===== config.mk =====
export PLATFORM = sky130hd
export DESIGN_NAME = uart_frame_decoder
export DESIGN_NICKNAME = d
export VERILOG_FILES = /design/src/rtl/uart_frame_decoder.sv
export SDC_FILE = /design/constraint.sdc
export NUM_CORES = 1
export LEC_CHECK = 0
export ABC_CLOCK_PERIOD_IN_PS = 3700
export CORE_ASPECT_RATIO = 0.75
export CORE_UTILIZATION = 36
export DETAILED_ROUTE_END_ITERATION = 10
export PLACE_DENSITY_LB_ADDON = 0.25
export SLEW_MARGIN = 10
export SYNTH_ARGS = -nofsm -noshare
export SYNTH_HDL_FRONTEND = slang
export SYNTH_SLANG_ARGS = --single-unit

===== constraint.sdc =====
create_clock -name UART_SRC_CK -period 3.7 [get_ports UART_SRC_CK]
set_clock_uncertainty 0.2 [all_clocks]
set_input_delay 0.37 -clock UART_SRC_CK [delete_from_list [all_inputs] [get_ports UART_SRC_CK]]
set_output_delay 0.37 -clock UART_SRC_CK [all_outputs]
set_load 0.1 [all_outputs]

===== src/rtl/uart_frame_decoder.sv =====
`default_nettype none
// ============================================================================
// Module      : uart_frame_decoder
// Description : Drains the UART RX FIFO and validates framed register-write
//               commands (SYNC, ADDR, LEN, payload, XOR checksum). A payload
//               reaches the register bus only after its checksum passes.
//               Each frame is answered with a one-byte ACK/NAK pushed into
//               the UART TX FIFO.
// Revision    : 1.0 - initial release
// ============================================================================
module uart_frame_decoder #(
  parameter int unsigned MAX_LEN        = 16,
  parameter int unsigned TIMEOUT_CYCLES = 270000,
  parameter logic [7:0]  SYNC_BYTE      = 8'hA5,
  parameter logic [7:0]  ACK_BYTE       = 8'h06,
  parameter logic [7:0]  NAK_BYTE       = 8'h15
) (
  input  logic       UART_SRC_CK,
  input  logic       UART_RST_N,
  input  logic [7:0] RX_REG,
  input  logic       RX_EMPTY,
  output logic       POP_RX,
  output logic [7:0] TX_REG,
  output logic       PUSH_TX,
  input  logic       TX_FULL,
  output logic       WR_EN,
  output logic [7:0] WR_ADDR,
  output logic [7:0] WR_DATA,
  output logic       BUSY,
  output logic [7:0] ERR_CNT
);

  localparam int unsigned IDX_W        = (MAX_LEN > 1) ? $clog2(MAX_LEN) : 1;
  localparam logic [7:0]  MAX_LEN_B    = 8'(MAX_LEN);
  localparam logic [31:0] TIMEOUT_LAST = 32'(TIMEOUT_CYCLES - 1);

  typedef enum logic [2:0] {
    S_HUNT   = 3'd0,
    S_ADDR   = 3'd1,
    S_LEN    = 3'd2,
    S_DATA   = 3'd3,
    S_CHK    = 3'd4,
    S_COMMIT = 3'd5,
    S_RESP   = 3'd6
  } state_t;

  state_t      state;
  logic [7:0]  addr;
  logic [7:0]  len;
  logic [7:0]  xsum;
  logic [7:0]  idx;
  logic [7:0]  reply;
  logic [31:0] idle_cnt;
  logic [7:0]  pay_buf [MAX_LEN];

  logic consuming;
  logic framing;
  logic idle_hit;

  // A byte is consumed in the cycle POP_RX is high; framing states also run the inter-byte timer.
  always_comb begin
    consuming = (state == S_HUNT) || (state == S_ADDR) || (state == S_LEN) ||
                (state == S_DATA) || (state == S_CHK);
    framing   = consuming && (state != S_HUNT);
    idle_hit  = framing && !POP_RX && (idle_cnt == TIMEOUT_LAST);
  end

  // Payload store, written as each data byte is consumed; contents are only meaningful after a full frame.
  always_ff @(posedge UART_SRC_CK) begin
    if (state == S_DATA && POP_RX) begin
      pay_buf[idx[IDX_W-1:0]] <= RX_REG;
    end
  end

  // Frame state machine with all bus, FIFO and status outputs registered.
  always_ff @(posedge UART_SRC_CK or negedge UART_RST_N) begin
    if (!UART_RST_N) begin
      state    <= S_HUNT;
      POP_RX   <= 1'b0;
      PUSH_TX  <= 1'b0;
      TX_REG   <= 8'h00;
      WR_EN    <= 1'b0;
      WR_ADDR  <= 8'h00;
      WR_DATA  <= 8'h00;
      BUSY     <= 1'b0;
      ERR_CNT  <= 8'h00;
      addr     <= 8'h00;
      len      <= 8'h00;
      xsum     <= 8'h00;
      idx      <= 8'h00;
      reply    <= 8'h00;
      idle_cnt <= 32'd0;
    end else begin
      // Pops are spaced at least one idle cycle apart so the FIFO flags can settle.
      POP_RX  <= !POP_RX && !RX_EMPTY && consuming;
      PUSH_TX <= 1'b0;
      WR_EN   <= 1'b0;

      if (framing) begin
        idle_cnt <= POP_RX ? 32'd0 : idle_cnt + 32'd1;
      end else begin
        idle_cnt <= 32'd0;
      end

      case (state)
        S_HUNT: begin
          if (POP_RX && RX_REG == SYNC_BYTE) begin
            state <= S_ADDR;
            BUSY  <= 1'b1;
          end
        end

        S_ADDR: begin
          if (POP_RX) begin
            addr  <= RX_REG;
            xsum  <= RX_REG;
            state <= S_LEN;
          end
        end

        S_LEN: begin
          if (POP_RX) begin
            if (RX_REG == 8'd0 || RX_REG > MAX_LEN_B) begin
              // Unusable length: refuse the frame; trailing bytes fall back into hunting.
              state <= S_RESP;
              reply <= NAK_BYTE;
              if (!TX_FULL) begin
                PUSH_TX <= 1'b1;
                TX_REG  <= NAK_BYTE;
              end
              if (ERR_CNT != 8'hFF) ERR_CNT <= ERR_CNT + 8'd1;
            end else begin
              len   <= RX_REG;
              xsum  <= xsum ^ RX_REG;
              idx   <= 8'd0;
              state <= S_DATA;
            end
          end
        end

        S_DATA: begin
          if (POP_RX) begin
            xsum <= xsum ^ RX_REG;
            idx  <= idx + 8'd1;
            if (idx == len - 8'd1) begin
              state <= S_CHK;
            end
          end
        end

        S_CHK: begin
          if (POP_RX) begin
            if (RX_REG == xsum) begin
              // First write issues straight away so it lands the cycle after the checksum byte.
              state   <= S_COMMIT;
              WR_EN   <= 1'b1;
              WR_ADDR <= addr;
              WR_DATA <= pay_buf[0];
              idx     <= 8'd1;
            end else begin
              state <= S_RESP;
              reply <= NAK_BYTE;
              if (!TX_FULL) begin
                PUSH_TX <= 1'b1;
                TX_REG  <= NAK_BYTE;
              end
              if (ERR_CNT != 8'hFF) ERR_CNT <= ERR_CNT + 8'd1;
            end
          end
        end

        S_COMMIT: begin
          if (idx == len) begin
            state <= S_RESP;
            reply <= ACK_BYTE;
            if (!TX_FULL) begin
              PUSH_TX <= 1'b1;
              TX_REG  <= ACK_BYTE;
            end
          end else begin
            WR_EN   <= 1'b1;
            WR_ADDR <= addr + idx;
            WR_DATA <= pay_buf[idx[IDX_W-1:0]];
            idx     <= idx + 8'd1;
          end
        end

        S_RESP: begin
          // Stay here for the push cycle itself so BUSY drops only after the reply is out.
          if (PUSH_TX) begin
            state <= S_HUNT;
            BUSY  <= 1'b0;
          end else if (!TX_FULL) begin
            PUSH_TX <= 1'b1;
            TX_REG  <= reply;
          end
        end

        default: begin
          state <= S_HUNT;
          BUSY  <= 1'b0;
        end
      endcase

      // A stalled sender abandons the frame silently; only the error counter records it.
      if (idle_hit) begin
        state    <= S_HUNT;
        BUSY     <= 1'b0;
        idle_cnt <= 32'd0;
        if (ERR_CNT != 8'hFF) ERR_CNT <= ERR_CNT + 8'd1;
      end
    end
  end

endmodule
`default_nettype wire

==> impl_metrics.xml <==
<?xml version="1.0" encoding="UTF-8"?>
<metrics>
  <group name="run_status">
    <metric name="result_of_the_run" unit="">complete, no violations</metric>
  </group>
  <group name="worst_setup_path">
    <metric name="worst-r2r-setup-slack" unit="ns">0.81</metric>
    <metric name="critPathKind" unit="">reg -&gt; reg</metric>
    <metric name="cp_data_required_time" unit="ns">3.89</metric>
    <metric name="cp-end-kind" unit="">flop</metric>
    <metric name="critPathArrivalTime" unit="ns">3.09</metric>
    <metric name="origin_of_the_critical_flop_to_flop_path" unit="">idx[0]</metric>
    <metric name="crit_path_start" unit="">idx[0]</metric>
    <metric name="setup.worst_path.start_class" unit="">flop</metric>
    <metric name="crit_path_max_fanout" unit="">21</metric>
  </group>
  <group name="logic_synthesis">
    <metric name="postSynth.topFlopCell" unit="">sky130_fd_sc_hd__edfxtp_1</metric>
    <metric name="synth_seq_cells" unit="">229</metric>
    <metric name="syn_avg_cell_area" unit="sq um">13.1</metric>
    <metric name="post_synthesis_async_set_or_reset_flop_share" unit="%">44.1</metric>
    <metric name="number_of_flops_mapped_to_enable_cells_by_yosys" unit="">128</metric>
    <metric name="syn_inst" unit="">811</metric>
    <metric name="synth_sequential_area_ratio" unit="%">59.8</metric>
    <metric name="yosysWarnings" unit="">0</metric>
    <metric name="synth_area" unit="sq um">10700</metric>
    <metric name="ys_types" unit="">74</metric>
  </group>
  <group name="cts">
    <metric name="post_cts_resize_count" unit="">0</metric>
    <metric name="clkSinkCount" unit="">229</metric>
    <metric name="tritoncts.num_buffers" unit="">24</metric>
    <metric name="post-cts-setup-buffer-count" unit="">0</metric>
    <metric name="clkSlewWorstSetupHoldPaths" unit="ns">0.06</metric>
    <metric name="ctsHtreeMaxLevel" unit="">1</metric>
    <metric name="cts_tree" unit="">done</metric>
    <metric name="cts-root-to-sink-buffers" unit="">3</metric>
    <metric name="clk-insertion-delay-late" unit="ns">0.52</metric>
    <metric name="hold_buffers" unit="">1</metric>
    <metric name="cts-root-buf" unit="">sky130_fd_sc_hd__clkbuf_16</metric>
  </group>
  <group name="floorplan">
    <metric name="core_region_area" unit="sq um">29100</metric>
    <metric name="initial_core_util" unit="%">36.6</metric>
    <metric name="num_rows" unit="">54</metric>
    <metric name="floorplan.die_area" unit="sq um">30300</metric>
    <metric name="floorplan.io_pins" unit="">48</metric>
    <metric name="die_width" unit="um">201</metric>
    <metric name="fp.dieH" unit="um">151</metric>
  </group>
  <group name="sta">
    <metric name="post-route-period-util" unit="%">78.2</metric>
    <metric name="tightestPinTransition" unit="ns">0.981</metric>
    <metric name="fin_crit" unit="ns">2.89</metric>
    <metric name="max-slew-margin-rel" unit="%">34.4</metric>
    <metric name="hold_violations" unit="">0</metric>
    <metric name="rsz0062_at_grt" unit="">no</metric>
    <metric name="timing.final.setup_violations" unit="">0</metric>
    <metric name="timing_max_transition_violations_final" unit="">0</metric>
    <metric name="setup_slack" unit="ns">0.805</metric>
    <metric name="setup_tns" unit="ns">0</metric>
    <metric name="fmax" unit="MHz">345</metric>
  </group>
  <group name="grt">
    <metric name="track_usage" unit="%">16.6</metric>
    <metric name="number_of_global_route_vias_before_repair" unit="">6505</metric>
    <metric name="grt_start_max_net_pins" unit="">88</metric>
    <metric name="grt.overflow.total" unit="">0</metric>
    <metric name="antenna_found_initial" unit="">0</metric>
    <metric name="grt_pass1_wl" unit="um">38500</metric>
  </group>
  <group name="drt">
    <metric name="drt-wirelength-per-cell" unit="um">18.8</metric>
    <metric name="route.detailed.vias_per_inst" unit="">5.11</metric>
    <metric name="vias" unit="">6617</metric>
    <metric name="drt.antenna.violating_nets" unit="">0</metric>
    <metric name="drtPass1Iterations" unit="">5</metric>
    <metric name="drt_drc_violations_left" unit="">0</metric>
    <metric name="finalWirelength" unit="um">24400</metric>
    <metric name="dr.first_iter.drc_count" unit="">464</metric>
  </group>
  <group name="pwr">
    <metric name="maximum_vdd_drop" unit="mV">0.481</metric>
    <metric name="leakage" unit="nW">4.64</metric>
    <metric name="cellPowerDensity" unit="nW/um^2">766</metric>
  </group>
  <group name="cells_and_area">
    <metric name="drive_above_1_share" unit="%">18.0</metric>
    <metric name="register_area" unit="sq um">6370</metric>
    <metric name="final_cell_count_no_fill" unit="">1294</metric>
    <metric name="layout.filler_cells" unit="">2665</metric>
    <metric name="area_growth_syn_to_layout" unit="%">17.3</metric>
    <metric name="layout.cells.most_common_list" unit="">128 x sky130_fd_sc_hd__edfxtp_1, 100 x sky130_fd_sc_hd__dfrtp_1, 71 x sky130_fd_sc_hd__nor2_1, 50 x sky130_fd_sc_hd__nand2_1</metric>
    <metric name="insertedDiodeCount" unit="">0</metric>
    <metric name="mostFrequentLayoutCell" unit="">sky130_fd_sc_hd__edfxtp_1</metric>
    <metric name="final_core_utilization" unit="%">42.9</metric>
    <metric name="fin_area" unit="sq um">12500</metric>
    <metric name="multi_input_comb_area" unit="sq um">4030</metric>
    <metric name="design.final.nets" unit="">911</metric>
  </group>
  <group name="place">
    <metric name="postPlaceCellArea" unit="sq um">11800</metric>
    <metric name="post-dp-hpwl" unit="um">16500</metric>
    <metric name="place_inst" unit="">1249</metric>
    <metric name="gpl.final_weighted_congestion" unit="">0.794</metric>
    <metric name="buffer_ports.inserted" unit="">43</metric>
    <metric name="place_ws" unit="ns">0.304</metric>
  </group>
  <group name="worst_hold_path">
    <metric name="hold_path_class" unit="">in -&gt; async</metric>
  </group>
  <group name="job">
    <metric name="count_of_max_cap_constraint_violations" unit="">0</metric>
  </group>
</metrics>
layout make-up:
class	count	area share, %
flip-flops and latches	229	51.0
clock inverters	15	0.851
multi-input cells	520	32.2
inverters	18	0.540
well taps	392	3.92
clock buffers	29	5.03
repair buffers	91	6.43
power by group:
group | internal (mW) | switching (mW) | leakage (nW) | total [mW]
clock | 1.28 | 0.974 | 0.363 | 2.26
combinational | 1.43 | 2.46 | 1.86 | 3.89
sequential | 3.03 | 0.390 | 2.42 | 3.42
routing by layer:
metal | wire length [um] | GRT usage (%)
met5 | 0 | 0
met4 | 349 | 3.44
met3 | 948 | 2.39
met2 | 10400 | 24.4
met1 | 12700 | 25.7
state kept, by name, summed over array words and instances (netlist names):
register  cells
BUSY          1
WR_DATA       8
reply         3
len           8
idle_cnt     32
addr          8
xsum          8
idx           8
WR_EN         1
WR_ADDR       8
state         3
POP_RX        1
ERR_CNT       8
PUSH_TX       1
TX_REG        3
pay_buf     128
Yosys cell counts, types with 3 or more instances:
| cell | count | area (sq um) |
|---|---|---|
| sky130_fd_sc_hd__nor4_1 | 9 | 56.3 |
| sky130_fd_sc_hd__mux2i_1 | 19 | 190 |
| sky130_fd_sc_hd__nand2b_1 | 11 | 68.8 |
| sky130_fd_sc_hd__mux4_2 | 40 | 901 |
| sky130_fd_sc_hd__nand4_1 | 7 | 43.8 |
| sky130_fd_sc_hd__a31oi_1 | 5 | 31.3 |
| sky130_fd_sc_hd__buf_2 | 8 | 40.0 |
| sky130_fd_sc_hd__or3_1 | 12 | 75.1 |
| sky130_fd_sc_hd__o31ai_1 | 4 | 30.0 |
| sky130_fd_sc_hd__buf_1 | 6 | 22.5 |
| sky130_fd_sc_hd__a22o_1 | 6 | 52.6 |
| sky130_fd_sc_hd__mux2_2 | 20 | 225 |
| sky130_fd_sc_hd__and2_1 | 9 | 56.3 |
| sky130_fd_sc_hd__edfxtp_1 | 128 | 3840 |
| sky130_fd_sc_hd__or4_1 | 3 | 22.5 |
| sky130_fd_sc_hd__a21oi_1 | 47 | 235 |
| sky130_fd_sc_hd__ha_1 | 14 | 175 |
| sky130_fd_sc_hd__and3_1 | 11 | 68.8 |
| sky130_fd_sc_hd__nor3_1 | 19 | 95.1 |
| sky130_fd_sc_hd__inv_1 | 17 | 63.8 |
| sky130_fd_sc_hd__or2_2 | 6 | 37.5 |
| sky130_fd_sc_hd__nand2_1 | 50 | 188 |
| sky130_fd_sc_hd__nand3_1 | 21 | 105 |
| sky130_fd_sc_hd__a21boi_0 | 3 | 22.5 |
| sky130_fd_sc_hd__xnor2_1 | 23 | 201 |
| sky130_fd_sc_hd__dfrtp_1 | 101 | 2530 |
| sky130_fd_sc_hd__xor2_1 | 28 | 245 |
| sky130_fd_sc_hd__nand4b_1 | 4 | 35.0 |
| sky130_fd_sc_hd__nor2_1 | 71 | 267 |
| sky130_fd_sc_hd__nor2b_1 | 8 | 50.1 |
| sky130_fd_sc_hd__buf_4 | 5 | 37.5 |
| sky130_fd_sc_hd__o21ai_0 | 20 | 100 |
| sky130_fd_sc_hd__clkbuf_1 | 27 | 101 |
kinds of logic (layout without fill, tap and decap cells):
kind of cell	count (synthesis)	count (layout)	share of synthesized area, %
simple gates	257	257	12.4
flops	229	229	59.8
compound gates	113	113	6.75
mux	80	80	12.5
buf+inv	65	153	2.63
xor+xnor	51	51	4.19
fa+ha+maj	15	15	1.83
other cells	1	4	0.0352
metrics by stage:
| step | hold slack (ns) | power (mW) |
|---|---|---|
| final | 0.0462 | 9.57 |
| after detailed placement | 0.0499 | 7.39 |
| after floorplan | -0.126 | 6.36 |
| after global placement | 0.0470 | 7.36 |
| after CTS | 0.0340 | 9.68 |
| after global routing | 0.0468 | 10.1 |
worst max-delay path, cell delays in order, from the launching register on:
cell and delay [ns]:
sky130_fd_sc_hd__dfrtp_2 0.77, sky130_fd_sc_hd__buf_4 0.33, sky130_fd_sc_hd__mux4_2 0.54, sky130_fd_sc_hd__mux4_2 0.47
sky130_fd_sc_hd__mux2i_1 0.31, sky130_fd_sc_hd__a21oi_1 0.12
path summary, 6_finish.rpt:
check | endpoint | cells past startpoint
setup / recovery | WR_DATA[1] | 5
hold / removal | ERR_CNT[4] | 2
setup reg to reg | WR_DATA[1] | 5
hold reg to reg | reply[2] | 1
max in group asynchronous | idle_cnt[14] | 3
min in group UART_SRC_CK | POP_RX | 2
Power figures use the tool's default switching activity.
